`src/rtl/noc_params.sv`:
```
// rtl/noc_params.sv - shared NoC types, sizes and ring-pointer helper
// Purpose: flit format, default VC count/depth and the wrap_inc helper used by
//          every ring buffer in the router.
// Ports:   none (package).
package noc_params;

  localparam int VC_NUM   = 4;
  localparam int VC_DEPTH = 4;
  // Keep at least one index bit so a single-VC build still has a legal port.
  localparam int VC_SIZE  = (VC_NUM > 1) ? $clog2(VC_NUM) : 1;
  localparam int FLIT_W   = 32;

  typedef enum logic [1:0] {
    FLIT_HEAD     = 2'd0,
    FLIT_BODY     = 2'd1,
    FLIT_TAIL     = 2'd2,
    FLIT_HEADTAIL = 2'd3
  } flit_type_t;

  typedef struct packed {
    flit_type_t                  ftype;
    logic [VC_SIZE-1:0]          vc_id;
    logic [FLIT_W-3-VC_SIZE:0]   payload;
  } flit_t;

  // Ring-pointer increment for depths that need not be a power of two.
  function automatic logic [31:0] wrap_inc(input logic [31:0] ptr, input logic [31:0] depth);
    return (ptr + 32'd1 >= depth) ? 32'd0 : ptr + 32'd1;
  endfunction

endpackage

```
`src/rtl/vc_input_buffer_if.sv`:
```
// rtl/vc_input_buffer_if.sv - enqueue/dequeue/status bundle of the VC input buffer
// Purpose: groups the link-side write port, the router-side read port, the
//          per-VC status vectors, credit return and sticky error flags.
// Ports:   none; modport slave is the buffer, modport master is its user.
interface vc_input_buffer_if
  import noc_params::*;
#(
  parameter int NUM_VC = VC_NUM,
  parameter int DEPTH  = VC_DEPTH,
  localparam int CNT_W = $clog2(DEPTH) + 1
) ();

  logic                          write_i;
  logic [VC_SIZE-1:0]            write_vc_i;
  flit_t                         data_i;
  logic                          read_i;
  logic [VC_SIZE-1:0]            read_vc_i;
  flit_t                         data_o;
  logic [NUM_VC-1:0]             is_full_o;
  logic [NUM_VC-1:0]             is_empty_o;
  logic [NUM_VC-1:0][CNT_W-1:0]  occupancy_o;
  logic                          credit_o;
  logic [VC_SIZE-1:0]            credit_vc_o;
  logic                          overflow_o;
  logic                          underflow_o;
  logic                          clear_err_i;

  modport slave (
    input  write_i, write_vc_i, data_i, read_i, read_vc_i, clear_err_i,
    output data_o, is_full_o, is_empty_o, occupancy_o, credit_o, credit_vc_o,
           overflow_o, underflow_o
  );

  modport master (
    output write_i, write_vc_i, data_i, read_i, read_vc_i, clear_err_i,
    input  data_o, is_full_o, is_empty_o, occupancy_o, credit_o, credit_vc_o,
           overflow_o, underflow_o
  );

endinterface

```
`src/rtl/vc_fifo_ctrl.sv`:
```
// rtl/vc_fifo_ctrl.sv - pointer and count bookkeeping for one virtual channel
// Purpose: ring pointers and flit count of a single VC FIFO; storage lives in
//          the parent.
// Ports:   clk, rst (async, active low); push_i/pop_i already-legal requests;
//          wr_ptr_o/rd_ptr_o ring pointers; full_o/empty_o/count_o status.
module vc_fifo_ctrl
  import noc_params::*;
#(
  parameter int DEPTH  = VC_DEPTH,
  localparam int PTR_W = $clog2(DEPTH),
  localparam int CNT_W = $clog2(DEPTH) + 1
) (
  input  logic             clk,
  input  logic             rst,
  input  logic             push_i,
  input  logic             pop_i,
  output logic [PTR_W-1:0] wr_ptr_o,
  output logic [PTR_W-1:0] rd_ptr_o,
  output logic             full_o,
  output logic             empty_o,
  output logic [CNT_W-1:0] count_o
);

  logic [PTR_W-1:0] wr_ptr_q, wr_ptr_d;
  logic [PTR_W-1:0] rd_ptr_q, rd_ptr_d;
  logic [CNT_W-1:0] count_q, count_d;

  always_comb begin
    wr_ptr_d = wr_ptr_q;
    rd_ptr_d = rd_ptr_q;
    count_d  = count_q;
    if (push_i) wr_ptr_d = PTR_W'(wrap_inc(32'(wr_ptr_q), 32'(DEPTH)));
    if (pop_i)  rd_ptr_d = PTR_W'(wrap_inc(32'(rd_ptr_q), 32'(DEPTH)));
    // Parent guarantees push only when not full and pop only when not empty,
    // so the count stays within 0..DEPTH.
    case ({push_i, pop_i})
      2'b10:   count_d = count_q + CNT_W'(1);
      2'b01:   count_d = count_q - CNT_W'(1);
      default: count_d = count_q;
    endcase
  end

  always_ff @(posedge clk or negedge rst) begin
    if (!rst) begin
      wr_ptr_q <= '0;
      rd_ptr_q <= '0;
      count_q  <= '0;
    end else begin
      wr_ptr_q <= wr_ptr_d;
      rd_ptr_q <= rd_ptr_d;
      count_q  <= count_d;
    end
  end

  assign wr_ptr_o = wr_ptr_q;
  assign rd_ptr_o = rd_ptr_q;
  assign count_o  = count_q;
  assign full_o   = (count_q == CNT_W'(DEPTH));
  assign empty_o  = (count_q == '0);

endmodule

```
`src/rtl/vc_input_buffer.sv`:
```
// rtl/vc_input_buffer.sv - per-port multi-VC input buffer with credit return
// Purpose: NUM_VC independent FWFT FIFOs sharing one flit memory; drops
//          overflowing writes and empty reads, flagging them in sticky bits,
//          and returns one registered credit per legal dequeue.
// Ports:   clk, rst (async, active low); bus (slave) carries write/read
//          requests, head data, per-VC status, credit and error flags.
module vc_input_buffer
  import noc_params::*;
#(
  parameter int NUM_VC = VC_NUM,
  parameter int DEPTH  = VC_DEPTH,
  localparam int PTR_W = $clog2(DEPTH),
  localparam int CNT_W = $clog2(DEPTH) + 1
) (
  input  logic               clk,
  input  logic               rst,
  vc_input_buffer_if.slave   bus
);

  logic [NUM_VC-1:0]            push_vec, pop_vec;
  logic [NUM_VC-1:0]            full_vec, empty_vec;
  logic [NUM_VC-1:0][PTR_W-1:0] wr_ptr, rd_ptr;
  logic [NUM_VC-1:0][CNT_W-1:0] count;

  logic write_legal, read_legal;
  logic overflow_evt, underflow_evt;

  logic               credit_q, credit_d;
  logic [VC_SIZE-1:0] credit_vc_q, credit_vc_d;
  logic               overflow_q, overflow_d;
  logic               underflow_q, underflow_d;

  flit_t mem [NUM_VC][DEPTH];

  // An out-of-range VC index matches no channel, so it decodes as illegal.
  always_comb begin
    push_vec = '0;
    pop_vec  = '0;
    for (int v = 0; v < NUM_VC; v++) begin
      push_vec[v] = bus.write_i && (int'(bus.write_vc_i) == v) && !full_vec[v];
      pop_vec[v]  = bus.read_i  && (int'(bus.read_vc_i)  == v) && !empty_vec[v];
    end
  end

  assign write_legal   = |push_vec;
  assign read_legal    = |pop_vec;
  assign overflow_evt  = bus.write_i && !write_legal;
  assign underflow_evt = bus.read_i  && !read_legal;

  for (genvar g = 0; g < NUM_VC; g++) begin : g_vc
    vc_fifo_ctrl #(.DEPTH(DEPTH)) u_ctrl (
      .clk      (clk),
      .rst      (rst),
      .push_i   (push_vec[g]),
      .pop_i    (pop_vec[g]),
      .wr_ptr_o (wr_ptr[g]),
      .rd_ptr_o (rd_ptr[g]),
      .full_o   (full_vec[g]),
      .empty_o  (empty_vec[g]),
      .count_o  (count[g])
    );
  end

  // Storage is intentionally not reset.
  always_ff @(posedge clk) begin
    for (int v = 0; v < NUM_VC; v++) begin
      if (push_vec[v]) mem[v][wr_ptr[v]] <= bus.data_i;
    end
  end

  // First-word-fall-through head of the selected VC.
  always_comb begin
    bus.data_o = '0;
    for (int v = 0; v < NUM_VC; v++) begin
      if (int'(bus.read_vc_i) == v) bus.data_o = mem[v][rd_ptr[v]];
    end
  end

  always_comb begin
    credit_d    = read_legal;
    credit_vc_d = read_legal ? bus.read_vc_i : credit_vc_q;
    // A fresh error in the same cycle as a clear keeps the flag set.
    overflow_d  = overflow_evt  || (overflow_q  && !bus.clear_err_i);
    underflow_d = underflow_evt || (underflow_q && !bus.clear_err_i);
  end

  always_ff @(posedge clk or negedge rst) begin
    if (!rst) begin
      credit_q    <= 1'b0;
      credit_vc_q <= '0;
      overflow_q  <= 1'b0;
      underflow_q <= 1'b0;
    end else begin
      credit_q    <= credit_d;
      credit_vc_q <= credit_vc_d;
      overflow_q  <= overflow_d;
      underflow_q <= underflow_d;
    end
  end

  assign bus.is_full_o   = full_vec;
  assign bus.is_empty_o  = empty_vec;
  assign bus.occupancy_o = count;
  assign bus.credit_o    = credit_q;
  assign bus.credit_vc_o = credit_vc_q;
  assign bus.overflow_o  = overflow_q;
  assign bus.underflow_o = underflow_q;

endmodule

```
`src/flat_wrapper.sv`:
```
// flat-port wrapper written by rule: the top's interface ports become plain ports
module vc_input_buffer_flat import noc_params::*;
#(
  parameter int NUM_VC = VC_NUM,
  parameter int DEPTH  = VC_DEPTH,
  localparam int PTR_W = $clog2(DEPTH),
  localparam int CNT_W = $clog2(DEPTH) + 1
)
  (clk, rst, bus_write_i, bus_write_vc_i, bus_data_i, bus_read_i, bus_read_vc_i, bus_clear_err_i, bus_data_o, bus_is_full_o, bus_is_empty_o, bus_occupancy_o, bus_credit_o, bus_credit_vc_o, bus_overflow_o, bus_underflow_o);
  vc_input_buffer_if #(.NUM_VC(NUM_VC), .DEPTH(DEPTH)) bus_i ();
  input  logic clk;
  input  logic rst;
  input wire logic [$bits(bus_i.write_i)-1:0] bus_write_i;
  input wire logic [$bits(bus_i.write_vc_i)-1:0] bus_write_vc_i;
  input wire logic [$bits(bus_i.data_i)-1:0] bus_data_i;
  input wire logic [$bits(bus_i.read_i)-1:0] bus_read_i;
  input wire logic [$bits(bus_i.read_vc_i)-1:0] bus_read_vc_i;
  input wire logic [$bits(bus_i.clear_err_i)-1:0] bus_clear_err_i;
  output wire logic [$bits(bus_i.data_o)-1:0] bus_data_o;
  output wire logic [$bits(bus_i.is_full_o)-1:0] bus_is_full_o;
  output wire logic [$bits(bus_i.is_empty_o)-1:0] bus_is_empty_o;
  output wire logic [$bits(bus_i.occupancy_o)-1:0] bus_occupancy_o;
  output wire logic [$bits(bus_i.credit_o)-1:0] bus_credit_o;
  output wire logic [$bits(bus_i.credit_vc_o)-1:0] bus_credit_vc_o;
  output wire logic [$bits(bus_i.overflow_o)-1:0] bus_overflow_o;
  output wire logic [$bits(bus_i.underflow_o)-1:0] bus_underflow_o;
  assign bus_i.write_i = bus_write_i;
  assign bus_i.write_vc_i = bus_write_vc_i;
  assign bus_i.data_i = bus_data_i;
  assign bus_i.read_i = bus_read_i;
  assign bus_i.read_vc_i = bus_read_vc_i;
  assign bus_i.clear_err_i = bus_clear_err_i;
  assign bus_data_o = bus_i.data_o;
  assign bus_is_full_o = bus_i.is_full_o;
  assign bus_is_empty_o = bus_i.is_empty_o;
  assign bus_occupancy_o = bus_i.occupancy_o;
  assign bus_credit_o = bus_i.credit_o;
  assign bus_credit_vc_o = bus_i.credit_vc_o;
  assign bus_overflow_o = bus_i.overflow_o;
  assign bus_underflow_o = bus_i.underflow_o;
  vc_input_buffer #(.NUM_VC(NUM_VC), .DEPTH(DEPTH)) u_core (.clk(clk), .rst(rst), .bus(bus_i));
endmodule
```
`config.mk`:
```
export PLATFORM = sky130hd
export DESIGN_NAME = vc_input_buffer_flat
export DESIGN_NICKNAME = d
export VERILOG_FILES = /design/src/rtl/noc_params.sv /design/src/rtl/vc_input_buffer_if.sv /design/src/rtl/vc_fifo_ctrl.sv /design/src/rtl/vc_input_buffer.sv /design/src/flat_wrapper.sv
export SDC_FILE = /design/constraint.sdc
export NUM_CORES = 1
export LEC_CHECK = 0
export BUFFER_PORTS_ARGS = -buffer_cell sky130_fd_sc_hd__buf_2
export CAP_MARGIN = 15
export CELL_PAD_IN_SITES_DETAIL_PLACEMENT = 1
export CELL_PAD_IN_SITES_GLOBAL_PLACEMENT = 1
export CORE_UTILIZATION = 35
export CTS_CLUSTER_SIZE = 25
export DETAILED_ROUTE_END_ITERATION = 8
export PLACE_DENSITY = 0.59
export REMOVE_ABC_BUFFERS = 1
export SLEW_MARGIN = 20
export SYNTH_ARGS = -nofsm -noshare
export SYNTH_HDL_FRONTEND = slang
export SYNTH_SLANG_ARGS = --single-unit
```
`constraint.sdc`:
```
create_clock -name clk -period 2.2 [get_ports clk]
set_input_delay 0.11 -clock clk [delete_from_list [all_inputs] [get_ports clk]]
set_output_delay 0.11 -clock clk [all_outputs]
set_load 0.01 [all_outputs]
```
==> impl_metrics.toml <==
[run_status]
outcome = "complete, but fails checks"
violations = "setup timing"

[yosys]
synthSimpleGateAreaFrac_pct = 3.21
synth_compound_area_share_pct = 2.97
synth_top_family_by_area = "multiplexers"
yosysSeqAreaShare_pct = 75.9
post-synth-top-area-cell = "edfxtp_1"
ys_types = 37
synth_top_area_share_pct = 72.0
synth-seq-cells = 545
yosys_warnings = 0
synthXorXnorAreaFrac_pct = 0.492
syn_inst = 1063
netlist_area_um2 = 21400
syn_area_per_cell_um2 = 20.1
synth_fa_ha_area_share_pct = 1.78
synth.area.top_cells = "edfxtp_1 72%, mux4_2 9.5%, dfrtp_1 3.9%"
synthMuxAreaShare_pct = 13.6

[routing]
drt_iter0_markers = 679
routedWlPerCell_um = 25.2
num_vias = 10900
wl_met1_mm = 24.2
firstDrtPassIters = 5
drc = 0
finalWirelength_mm = 53.5
top_layer = "met5"
met2WireLength_mm = 26.2
met3WireLength_mm = 2.16
ant_nets = 0
viasPerCell = 5.14

[timing]
final_hold_viol_count = 0
setup_viol = 32
slew_headroom_pct = 38.2
rsz0062_at_grt = "yes"
drv_slew = 0
clock-skew-final_ps = 16.6
setup_tns_ps = -3770
worst_pin_slew_ps = 924
setup_slack_ps = -172
max_freq_ghz = 0.422
period_minus_slack_ps = 2370
post-route-period-util_pct = 108

[clock_tree]
cts_sinks = 545
cts_buffers = 56
clockBufferDepth = 3
root_buffer = "clkbuf_16"
htree_levels = 2
clk_pin_slew_worst_paths_ps = 60
cts_tree = "done"
clkLatencyLatePin_ps = 600

[power]
p_seq_share_pct = 40.0
power_frac_clock_pct = 30.0
power_density_nw_per_um2 = 1190
power.share.switching_pct = 28.8
internal-power_mw = 22.6
peakVddDrop_uv = 552
power.switching_mw = 9.10
p_leak_nw = 9.07
pwr-share-comb_pct = 30.0

[floorplanning]
die_w_um = 249
start_util_pct = 35.4
io_pins = 98
dieArea_um2 = 62000
floorplan.core_area_um2 = 60400
die_h_um = 249
rows = 90

[final_layout]
finalNetCount = 1370
stdcell_count = 2127
nFillCells = 5709
area_delta_synth_final_pct = 24.5
drive_gt1_share_pct = 36.9
multiInputGateArea_um2 = 5150
n_antenna_cell = 0
seqCellArea_um2 = 16200
design_area_um2 = 26600

[global_routing]
overflow = 0
grt_first_pass_wirelength_mm = 77.7
grt_usage_pct = 17.0
grt_max_degree = 35
grt_pass1_vias = 11900
antenna_found_initial = 1

[critical_path]
path_class = "reg2out"
crit_path_end_kind = "output port"
path_cells = "buf_6 -> buf_12 -> mux4_2 -> a22oi_2 -> nand2_1 -> buf_2"
arrival_ps = 2260
slowest_stage = "mux4_2"
cp-start-kind = "register"
worst_ep_required_time_ps = 2090
critPathMaxFanout = 7
crit_path_max_incr_delay_ps = 550

[placed_design]
gp_congestion = 0.722
port_buffers = 97
post-dp-hpwl_mm = 30.0
dpl_cell_area_um2 = 23400
dp.cells = 1950

[min_path]
hold_class = "in2reg"

[run]
cap_violations = 0
-- state kept, by name, indices dropped and copies added, names as in the netlist --
register,count
u_core.bus.credit_o,1
u_core.bus.credit_vc_o,2
u_core.bus.overflow_o,1
u_core.bus.underflow_o,1
u_core.g_vc.u_ctrl.count_o,12
u_core.g_vc.u_ctrl.rd_ptr_o,8
u_core.g_vc.u_ctrl.wr_ptr_o,8
u_core.mem,512
-- metrics by stage --
stage | power, mW | utilization, % | hold slack (ps) | worst slack, ps
floorplan | 17.6 | - | -186 | -740
global placement | 20.6 | 38.7 | 262 | 216
detailed placement | 20.7 | 38.7 | 258 | 94.8
CTS | 31.0 | 43.1 | 9.73 | -202
global route | 32.9 | 44.0 | 64.1 | -262
finish | 31.7 | 44.0 | 56.7 | -172
-- worst paths after layout --
path                                                    from                                 to  slack [ps]  cells past startpoint
setup / recovery           u_core.g_vc[1].u_ctrl.rd_ptr_o[0]                      bus_data_o[4]        -170                      6
setup reg to reg            u_core.g_vc[2].u_ctrl.count_o[0]   u_core.g_vc[2].u_ctrl.count_o[2]         180                      8
min in group asynchronous                                rst   u_core.g_vc[0].u_ctrl.count_o[1]         170                      2
hold reg to reg                    u_core.bus.credit_vc_o[1]          u_core.bus.credit_vc_o[1]         510                      1
max in group asynchronous                                rst  u_core.g_vc[2].u_ctrl.rd_ptr_o[0]        1410                      2
hold / removal                             bus_write_vc_i[0]  u_core.g_vc[0].u_ctrl.wr_ptr_o[1]          60                      5
-- cell usage after synthesis (all sizes together) --
| master | number |
|---|---|
| nor4 | 1 |
| dfrtp | 33 |
| nand2b | 4 |
| xor2 | 8 |
| o21ai | 11 |
| nor2b | 2 |
| buf | 45 |
| xnor2 | 4 |
| mux4 | 90 |
| a22o | 1 |
| nor3b | 7 |
| inv | 26 |
| ha | 24 |
| clkbuf | 13 |
| nor3 | 27 |
| a211o | 1 |
| or2 | 1 |
| o22ai | 57 |
| a22oi | 26 |
| edfxtp | 512 |
| fa | 4 |
| nand2 | 28 |
| mux2i | 77 |
| a32o | 1 |
| and4bb | 1 |
| nor2 | 32 |
| nor4b | 1 |
| and2 | 17 |
| mux2 | 9 |
-- layout make-up --
| cell class | instances | area share (%) |
|---|---|---|
| repair buffers | 238 | 8.68 |
| well taps | 782 | 3.68 |
| inverters | 26 | 0.367 |
| flip-flops and latches | 545 | 61.0 |
| clock inverters | 37 | 1.48 |
| multi-input cells | 434 | 19.4 |
| clock buffers | 65 | 5.40 |
-- cells by family (layout without fill, tap and decap cells) --
kind of cell | Yosys count | in the layout
and+or+nand+nor | 121 | 121
DFF | 545 | 545
xor gates and xnor gates | 12 | 12
adders and majority gates | 28 | 28
AOI/OAI and AO/OA | 97 | 97
buffers and inverters | 84 | 366
muxes | 176 | 176
-- cells in the final DEF, fill, tap and decap left out, drive strengths merged --
master	count
a211o	1
a22o	1
a22oi	26
a32o	1
and2	17
and4bb	1
buf	195
bufbuf	1
bufinv	8
clkbuf	70
clkinv	26
clkinvlp	1
dfrtp	33
dlygate4sd3	37
edfxtp	512
fa	4
ha	24
inv	28
mux2	9
mux2i	77
mux4	90
nand2	28
nand2b	4
nor2	32
nor2b	2
nor3	27
nor3b	7
nor4	1
nor4b	1
o21ai	11
o22ai	57
or2	1
xnor2	4
xor2	8
-- routing by layer --
| metal | up-vias | global-route usage, % |
|---|---|---|
| met4 | 2 | 3.74 |
| met2 | 247 | 28.1 |
| li1 | 4770 | - |
| met3 | 55 | 2.70 |
| met5 | - | 0 |
| met1 | 5850 | 23.6 |
-- critical path: cells and delay by family (launching register included) --
kind,cells,cell delay [ps]
mux,1,550
flops,1,450
simple gates,1,80
buf+inv,3,400
compound gates,1,180
-- what timing repair did --
action,4_1_cts,5_1_grt
resized for setup,54,63
cloned,1,5
setup buffers,16,16
hold endpoints to repair,547,0
pin swaps,13,25
hold buffers,37,0
endpoints found under the setup margin,32,37
-- power groups by stage --
stage	Clock (mW)	Sequential, mW	Combinational [mW]
final	9.49	12.7	9.50
after global routing	10.0	12.7	10.2
after CTS	9.71	12.7	8.63
after detailed placement	0	13.0	7.75
after global placement	0	12.9	7.68
after floorplan	0	13.6	3.94
Power figures use the tool's default switching activity.
